<file path="src/rtl/lsu_pkg.sv">
// Shared types and helpers for the load/store unit: funct3 encodings, FSM
// states, and the alignment check used at instruction acceptance.
package lsu_pkg;

    localparam logic [2:0] F3_B  = 3'b000;
    localparam logic [2:0] F3_H  = 3'b001;
    localparam logic [2:0] F3_W  = 3'b010;
    localparam logic [2:0] F3_BU = 3'b100;
    localparam logic [2:0] F3_HU = 3'b101;

    typedef enum logic [1:0] {IDLE, REQ, WAIT_RSP} lsu_state_t;
    typedef enum logic [1:0] {OP_ALU, OP_LOAD, OP_STORE} lsu_op_t;

    function automatic logic is_misaligned(input logic [2:0] funct3, input logic [1:0] addr_lo);
        case (funct3)
            F3_H, F3_HU: return addr_lo[0];
            F3_W:        return addr_lo != 2'b00;
            default:     return 1'b0;
        endcase
    endfunction

    // Encodings that have no meaning for the given access direction.
    function automatic logic is_unsupported(input logic load, input logic store,
                                            input logic [2:0] funct3);
        return (load && store) ||
               (load && (funct3 == 3'b011 || funct3 == 3'b110 || funct3 == 3'b111)) ||
               (store && (funct3 >= 3'b011));
    endfunction

endpackage

</file>
<file path="src/rtl/lsu_if.sv">
// Data-memory req/gnt/rvalid bus between the load/store unit (master) and memory (slave).
interface lsu_if #(
    parameter int AWIDTH = 32,
    parameter int DWIDTH = 32
);
    logic              mem_req_o;
    logic              mem_we_o;
    logic [AWIDTH-1:0] mem_addr_o;
    logic [DWIDTH-1:0] mem_wdata_o;
    logic [3:0]        mem_be_o;
    logic              mem_gnt_i;
    logic              mem_rvalid_i;
    logic [DWIDTH-1:0] mem_rdata_i;

    modport master (
        output mem_req_o, mem_we_o, mem_addr_o, mem_wdata_o, mem_be_o,
        input  mem_gnt_i, mem_rvalid_i, mem_rdata_i
    );

    modport slave (
        input  mem_req_o, mem_we_o, mem_addr_o, mem_wdata_o, mem_be_o,
        output mem_gnt_i, mem_rvalid_i, mem_rdata_i
    );
endinterface

</file>
<file path="src/rtl/lsu_align.sv">
// Byte-lane logic: store enables/replicated data and load extraction with
// sign or zero extension. Purely combinational, fixed at four 8-bit lanes.
module lsu_align
    import lsu_pkg::*;
#(
    parameter int DWIDTH = 32
) (
    input  logic              is_store,
    input  logic [2:0]        funct3,
    input  logic [1:0]        addr_lo,
    input  logic [DWIDTH-1:0] storedata,
    input  logic [DWIDTH-1:0] rdata,
    output logic [3:0]        be,
    output logic [DWIDTH-1:0] wdata,
    output logic [DWIDTH-1:0] load_data
);

    logic [DWIDTH-1:0] shifted;

    // NOTE: every output gets a default before the case so no latch is inferred.
    always_comb begin
        be    = 4'b1111;
        wdata = storedata;
        if (is_store) begin
            case (funct3[1:0])
                2'b00: begin
                    be    = 4'b0001 << addr_lo;
                    wdata = {4{storedata[7:0]}};
                end
                2'b01: begin
                    be    = addr_lo[1] ? 4'b1100 : 4'b0011;
                    wdata = {2{storedata[15:0]}};
                end
                default: ;
            endcase
        end
    end

    assign shifted = rdata >> {addr_lo, 3'b000};

    always_comb begin
        case (funct3)
            F3_B:    load_data = {{(DWIDTH-8){shifted[7]}}, shifted[7:0]};
            F3_H:    load_data = {{(DWIDTH-16){shifted[15]}}, shifted[15:0]};
            F3_BU:   load_data = {{(DWIDTH-8){1'b0}}, shifted[7:0]};
            F3_HU:   load_data = {{(DWIDTH-16){1'b0}}, shifted[15:0]};
            default: load_data = shifted;
        endcase
    end

endmodule

</file>
<file path="src/rtl/load_store_unit.sv">
// Memory stage: accepts one instruction at a time from execute, runs the data
// memory handshake for loads/stores, and drives the register-file writeback.
module load_store_unit
    import lsu_pkg::*;
#(
    parameter int AWIDTH = 32,
    parameter int DWIDTH = 32
) (
    input  logic              clk,
    input  logic              rst,
    input  logic              valid_i,
    input  logic              memren_i,
    input  logic              memwren_i,
    input  logic [2:0]        funct3_i,
    input  logic [AWIDTH-1:0] addr_i,
    input  logic [DWIDTH-1:0] storedata_i,
    input  logic [4:0]        rd_i,
    input  logic              regwren_i,
    output logic              stall_o,
    lsu_if.master             mem,
    output logic              wb_valid_o,
    output logic [4:0]        wb_rd_o,
    output logic [DWIDTH-1:0] wb_data_o,
    output logic              wb_regwren_o,
    output logic              fault_o
);

    lsu_state_t        state, state_next;
    lsu_op_t           op_q;
    logic [AWIDTH-1:0] addr_q;
    logic [2:0]        funct3_q;
    logic [DWIDTH-1:0] storedata_q;
    logic [4:0]        rd_q;
    logic              regwren_q;

    logic              accept, fault_in, in_req;
    logic              wb_fire, wb_regwren_next, fault_next;
    logic [4:0]        wb_rd_next;
    logic [DWIDTH-1:0] wb_data_next;
    logic [3:0]        lane_be;
    logic [DWIDTH-1:0] lane_wdata, load_data;

    assign accept   = (state == IDLE) && valid_i;
    assign fault_in = is_unsupported(memren_i, memwren_i, funct3_i) ||
                      ((memren_i || memwren_i) && is_misaligned(funct3_i, addr_i[1:0]));
    assign stall_o  = (state != IDLE);
    assign in_req   = (state == REQ);

    lsu_align #(.DWIDTH(DWIDTH)) u_align (
        .is_store  (op_q == OP_STORE),
        .funct3    (funct3_q),
        .addr_lo   (addr_q[1:0]),
        .storedata (storedata_q),
        .rdata     (mem.mem_rdata_i),
        .be        (lane_be),
        .wdata     (lane_wdata),
        .load_data (load_data)
    );

    // Bus outputs are qualified by REQ so an async reset drops them at once.
    assign mem.mem_req_o   = in_req;
    assign mem.mem_we_o    = in_req && (op_q == OP_STORE);
    assign mem.mem_addr_o  = in_req ? {addr_q[AWIDTH-1:2], 2'b00} : '0;
    assign mem.mem_be_o    = in_req ? lane_be : 4'b0000;
    assign mem.mem_wdata_o = in_req ? lane_wdata : '0;

    always_comb begin
        state_next      = state;
        wb_fire         = 1'b0;
        wb_rd_next      = rd_q;
        wb_data_next    = addr_q;
        wb_regwren_next = 1'b0;
        fault_next      = 1'b0;
        case (state)
            IDLE: if (valid_i) begin
                wb_rd_next   = rd_i;
                wb_data_next = addr_i;
                if (fault_in) begin
                    wb_fire    = 1'b1;
                    fault_next = 1'b1;
                end else if (!memren_i && !memwren_i) begin
                    wb_fire         = 1'b1;
                    wb_regwren_next = regwren_i && (rd_i != 5'd0);
                end else begin
                    state_next = REQ;
                end
            end
            REQ: if (mem.mem_gnt_i) begin
                if (op_q == OP_STORE) begin
                    wb_fire    = 1'b1;
                    state_next = IDLE;
                end else begin
                    state_next = WAIT_RSP;
                end
            end
            WAIT_RSP: if (mem.mem_rvalid_i) begin
                wb_fire         = 1'b1;
                wb_data_next    = load_data;
                wb_regwren_next = (rd_q != 5'd0);
                state_next      = IDLE;
            end
            default: state_next = IDLE;
        endcase
    end

    // NOTE: sequential state uses non-blocking assignments only.
    always_ff @(posedge clk or posedge rst) begin
        if (rst) begin
            state        <= IDLE;
            op_q         <= OP_ALU;
            addr_q       <= '0;
            funct3_q     <= '0;
            storedata_q  <= '0;
            rd_q         <= '0;
            regwren_q    <= 1'b0;
            wb_valid_o   <= 1'b0;
            wb_rd_o      <= '0;
            wb_data_o    <= '0;
            wb_regwren_o <= 1'b0;
            fault_o      <= 1'b0;
        end else begin
            state        <= state_next;
            wb_valid_o   <= wb_fire;
            wb_regwren_o <= wb_regwren_next;
            fault_o      <= fault_next;
            if (wb_fire) begin
                wb_rd_o   <= wb_rd_next;
                wb_data_o <= wb_data_next;
            end
            if (accept) begin
                op_q        <= memren_i ? OP_LOAD : (memwren_i ? OP_STORE : OP_ALU);
                addr_q      <= addr_i;
                funct3_q    <= funct3_i;
                storedata_q <= storedata_i;
                rd_q        <= rd_i;
                regwren_q   <= regwren_i;
            end
        end
    end

    // regwren is captured for completeness; load writeback is gated by rd alone.
    logic unused_regwren;
    assign unused_regwren = regwren_q;

endmodule

</file>
<file path="src/flat_wrapper.sv">
// flat-port wrapper written by rule: the top's interface ports become plain ports
module load_store_unit_flat import lsu_pkg::*;
#(
    parameter int AWIDTH = 32,
    parameter int DWIDTH = 32
)
  (clk, rst, valid_i, memren_i, memwren_i, funct3_i, addr_i, storedata_i, rd_i, regwren_i, stall_o, wb_valid_o, wb_rd_o, wb_data_o, wb_regwren_o, fault_o, mem_mem_req_o, mem_mem_we_o, mem_mem_addr_o, mem_mem_wdata_o, mem_mem_be_o, mem_mem_gnt_i, mem_mem_rvalid_i, mem_mem_rdata_i);
  lsu_if #(.AWIDTH(AWIDTH), .DWIDTH(DWIDTH)) mem_i ();
  input  logic clk;
  input  logic rst;
  input  logic valid_i;
  input  logic memren_i;
  input  logic memwren_i;
  input  logic [2:0] funct3_i;
  input  logic [AWIDTH-1:0] addr_i;
  input  logic [DWIDTH-1:0] storedata_i;
  input  logic [4:0] rd_i;
  input  logic regwren_i;
  output logic stall_o;
  output logic wb_valid_o;
  output logic [4:0] wb_rd_o;
  output logic [DWIDTH-1:0] wb_data_o;
  output logic wb_regwren_o;
  output logic fault_o;
  output wire logic [$bits(mem_i.mem_req_o)-1:0] mem_mem_req_o;
  output wire logic [$bits(mem_i.mem_we_o)-1:0] mem_mem_we_o;
  output wire logic [$bits(mem_i.mem_addr_o)-1:0] mem_mem_addr_o;
  output wire logic [$bits(mem_i.mem_wdata_o)-1:0] mem_mem_wdata_o;
  output wire logic [$bits(mem_i.mem_be_o)-1:0] mem_mem_be_o;
  input wire logic [$bits(mem_i.mem_gnt_i)-1:0] mem_mem_gnt_i;
  input wire logic [$bits(mem_i.mem_rvalid_i)-1:0] mem_mem_rvalid_i;
  input wire logic [$bits(mem_i.mem_rdata_i)-1:0] mem_mem_rdata_i;
  assign mem_mem_req_o = mem_i.mem_req_o;
  assign mem_mem_we_o = mem_i.mem_we_o;
  assign mem_mem_addr_o = mem_i.mem_addr_o;
  assign mem_mem_wdata_o = mem_i.mem_wdata_o;
  assign mem_mem_be_o = mem_i.mem_be_o;
  assign mem_i.mem_gnt_i = mem_mem_gnt_i;
  assign mem_i.mem_rvalid_i = mem_mem_rvalid_i;
  assign mem_i.mem_rdata_i = mem_mem_rdata_i;
  load_store_unit #(.AWIDTH(AWIDTH), .DWIDTH(DWIDTH)) u_core (.clk(clk), .rst(rst), .valid_i(valid_i), .memren_i(memren_i), .memwren_i(memwren_i), .funct3_i(funct3_i), .addr_i(addr_i), .storedata_i(storedata_i), .rd_i(rd_i), .regwren_i(regwren_i), .stall_o(stall_o), .mem(mem_i), .wb_valid_o(wb_valid_o), .wb_rd_o(wb_rd_o), .wb_data_o(wb_data_o), .wb_regwren_o(wb_regwren_o), .fault_o(fault_o));
endmodule
</file>
<file path="config.mk">
export PLATFORM = sky130hd
export DESIGN_NAME = load_store_unit_flat
export DESIGN_NICKNAME = d
export VERILOG_FILES = /design/src/rtl/lsu_pkg.sv /design/src/rtl/lsu_if.sv /design/src/rtl/lsu_align.sv /design/src/rtl/load_store_unit.sv /design/src/flat_wrapper.sv
export SDC_FILE = /design/constraint.sdc
export NUM_CORES = 1
export LEC_CHECK = 0
export ABC_CLOCK_PERIOD_IN_PS = 7300
export BUFFER_PORTS_ARGS = -buffer_cell sky130_fd_sc_hd__buf_2
export CAP_MARGIN = 20
export CORE_MARGIN = 1
export CORE_UTILIZATION = 50
export DETAILED_ROUTE_END_ITERATION = 10
export PLACE_DENSITY_LB_ADDON = 0.08
export SLEW_MARGIN = 10
export SYNTH_ARGS = -nofsm -noshare
export SYNTH_HDL_FRONTEND = slang
export SYNTH_SLANG_ARGS = --single-unit
</file>
<file path="constraint.sdc">
create_clock -name clk -period 7.3 [get_ports clk]
set_input_delay 0.365 -clock clk [delete_from_list [all_inputs] [get_ports clk]]
set_output_delay 0.365 -clock clk [all_outputs]
set_load 0.01 [all_outputs]
</file>
==> summary.txt <==
post-layout util -> 64.52%
synth warn -> 0
Tot GR Track Use -> 29.13%
CP arrival -> 3430 ps
unique cell type count in the Yosys netlist -> 52
Worst-Skew Late Latency -> 410 ps
Congestion Overflow GR -> 0
Initial Util -> 51.13%
clk sink count -> 116
first-pass GRT wire length -> 28970 um
RSZ-0062 raised after global routing -> false
vias after detailed routing -> 6044
R2R setup slack -> 4330 ps
Final Critical Period -> 3799 ps
hold slack -> 8.277 ps
initial antenna violation count -> 1
Worst Skew -> 5.192 ps
Multi-input gate area -> 3242 sq um
Core ar. -> 12570 sq um
final hold vios -> 0
wire length per cell -> 16.99 um
ys flop type -> dfrtp_1
vias per cell -> 5.435
Crit Path Max Fanout -> 39
die area -> 13310 sq um
Rows -> 41
P_leak -> 4.301 nW
status -> completed
type of origin of the critical path -> flop
Post-DP HPWL -> 13510 um
Port-buffer cells -> 220
Routed Antenna Nets -> 0
most frequent cells in the layout -> nand2_1 (255), buf_2 (220), dfrtp_1 (116)
Iteration-0 DRC Markers -> 486
First-pass DRT Iterations -> 5
total power -> 2.518 mW
Worst Hold Class -> input pin to async pin
final cycle utilization of the critical path -> 52.05%
peak supply drop -> 177.4 uV
Slew @ Worst Pin -> 1106 ps
drt drc -> 0
Worst Setup End Kind -> output port
CTS Buffer Depth -> 2
FF+latch area -> 2903 sq um
postcts setup bufs -> 0
Synth Instances -> 737
setup TNS -> 0 ps
synthesized cell area -> 6426 sq um
Clock Pin Slew Worst Setup and Hold Paths -> 50 ps
area grow syn2layout -> 26.19%
H-tree lvl count -> 4
Pins Over Slew Limit -> 0
asr flop ratio synth -> 100.0%
total CTS buffers -> 17
Die X-Extent -> 115.4 um
Nets -> 1040
Syn Area/Cell -> 8.719 sq um
largest net degree at the start of global routing -> 75
max_cap viols -> 0
Worst Setup Path Type -> flop to output port
vias in the first global route -> 5645
die extent in y -> 115.4 um
WL final -> 18900 um
Fill cells -> 1114
fmax -> 263.2 MHz
#FFs+latches synth -> 116
sequential element share of the synthesized area -> 45.17%
commonest non-fill, non-tap cell in the layout -> nand2_1
CTS Hold Buffers Added -> 0
CTS tree -> yes
CTS resizes -> 0
Pwr per Cell Area -> 310.5 nW/um^2
share of layout cells above drive strength 1 -> 32.48%
final RePlAce weighted congestion -> 0.8897
required time of the critical path -> 6930 ps
Setup-failing EPs final -> 0
Clock Tree Root -> clkbuf_16
# IOs -> 223
Rel. slew slack -> 26.21%
Post-synth EDFFs -> 0
[area by class of cell]
class | instances | area share, %
multi-input cells | 562 | 39.98
flip-flops and latches | 116 | 35.80
repair buffers | 225 | 14.04
clock buffers | 27 | 6.696
well taps | 172 | 2.654
clock inverters | 3 | 0.4938
inverters | 6 | 0.3086
diodes | 1 | 0.03086
[worst max-delay path, cell delays in order (launching register included)]
cell and delay, ps:
dfrtp_1 800, nand2b_1 910, inv_1 770, and2_1 400, buf_2 140
[metal layers]
layer	vias to the layer above	routed length, um	share of wire, %	GRT usage [%]
met1	2895	8077	43	37.16
li1	2868	-	-	-
met4	0	520	2.8	12.99
met5	-	0	0	0
met3	35	1160	6.1	7.116
met2	246	9139	48	46.99
[worst paths after layout]
check,start,cells after the start,end
max,u_core.state[1]$_DFFE_PP0P_,4,mem_mem_addr_o[28]
min,rst,2,u_core.addr_q[27]$_DFFE_PP0P_
max reg2reg,u_core.state[0]$_DFFE_PP0P_,6,u_core.wb_regwren_o$_DFF_PP0_
min reg2reg,u_core.storedata_q[19]$_DFFE_PP0P_,2,u_core.storedata_q[19]$_DFFE_PP0P_
max in group asynchronous,rst,3,u_core.addr_q[14]$_DFFE_PP0P_
min in group clk,storedata_i[19],3,u_core.storedata_q[19]$_DFFE_PP0P_
[through the flow]
step | setup WS (ps) | std cells | instance area [sq um]
after floorplan | 3863 | 738 | 6430
after global placement | 4079 | 1081 | 7523
after global routing | 3223 | 1112 | 8109
after CTS | 3502 | 1111 | 8107
final | 3501 | 1112 | 8109
after detailed placement | 3956 | 1081 | 7523
[cells by family (layout without fill, tap and decap cells)]
| logic type | count (synthesis) | in the layout | synth area share (%) |
|---|---|---|---|
| compound gates | 123 | 123 | 12.95 |
| mux | 70 | 70 | 12.23 |
| simple gates | 367 | 367 | 25.06 |
| other cells | 1 | 3 | 0.05836 |
| flops | 116 | 116 | 45.17 |
| buf+inv | 60 | 261 | 4.536 |
[synthesized netlist by cell type, types with 2 or more instances]
| cell | count | area (sq um) |
|---|---|---|
| o22ai_1 | 2 | 12.51 |
| o2bb2ai_1 | 3 | 26.28 |
| nor2_1 | 31 | 116.4 |
| nand3b_1 | 3 | 22.52 |
| or2_2 | 3 | 18.77 |
| inv_1 | 5 | 18.77 |
| mux2i_1 | 23 | 230.2 |
| mux2_2 | 40 | 450.4 |
| a221oi_1 | 7 | 61.31 |
| nor2b_1 | 11 | 68.82 |
| o221ai_1 | 8 | 70.07 |
| nand2_1 | 255 | 957.2 |
| or3_1 | 6 | 37.54 |
| buf_4 | 5 | 37.54 |
| o21ai_0 | 21 | 105.1 |
| buf_2 | 19 | 95.09 |
| dfrtp_1 | 116 | 2903 |
| a211o_1 | 8 | 70.07 |
| clkbuf_1 | 25 | 93.84 |
| or4_1 | 2 | 15.01 |
| a21oi_1 | 37 | 185.2 |
| a22o_1 | 14 | 122.6 |
| buf_6 | 3 | 33.78 |
| mux2i_4 | 2 | 45.04 |
| a22oi_1 | 7 | 52.55 |
| nand2b_1 | 8 | 50.05 |
| mux2_1 | 4 | 45.04 |
| a211oi_1 | 8 | 60.06 |
| and2_1 | 38 | 237.7 |
[report_power, final]
part	internal, mW	leakage (nW)	switching (mW)
registers	0.822	1.42	0.143
logic	0.336	2.58	0.404
clock network	0.536	0.291	0.277
[flip-flops by register name, indices dropped and copies added (netlist names)]
| name | cells |
|---|---|
| u_core.addr_q | 32 |
| u_core.storedata_q | 32 |
| u_core.wb_data_o | 32 |
| u_core.rd_q | 5 |
| u_core.wb_rd_o | 5 |
| u_core.funct3_q | 3 |
| u_core.op_q | 2 |
| u_core.state | 2 |
| u_core.fault_o | 1 |
| u_core.wb_regwren_o | 1 |
| u_core.wb_valid_o | 1 |
(Power assumes the default switching activity.)
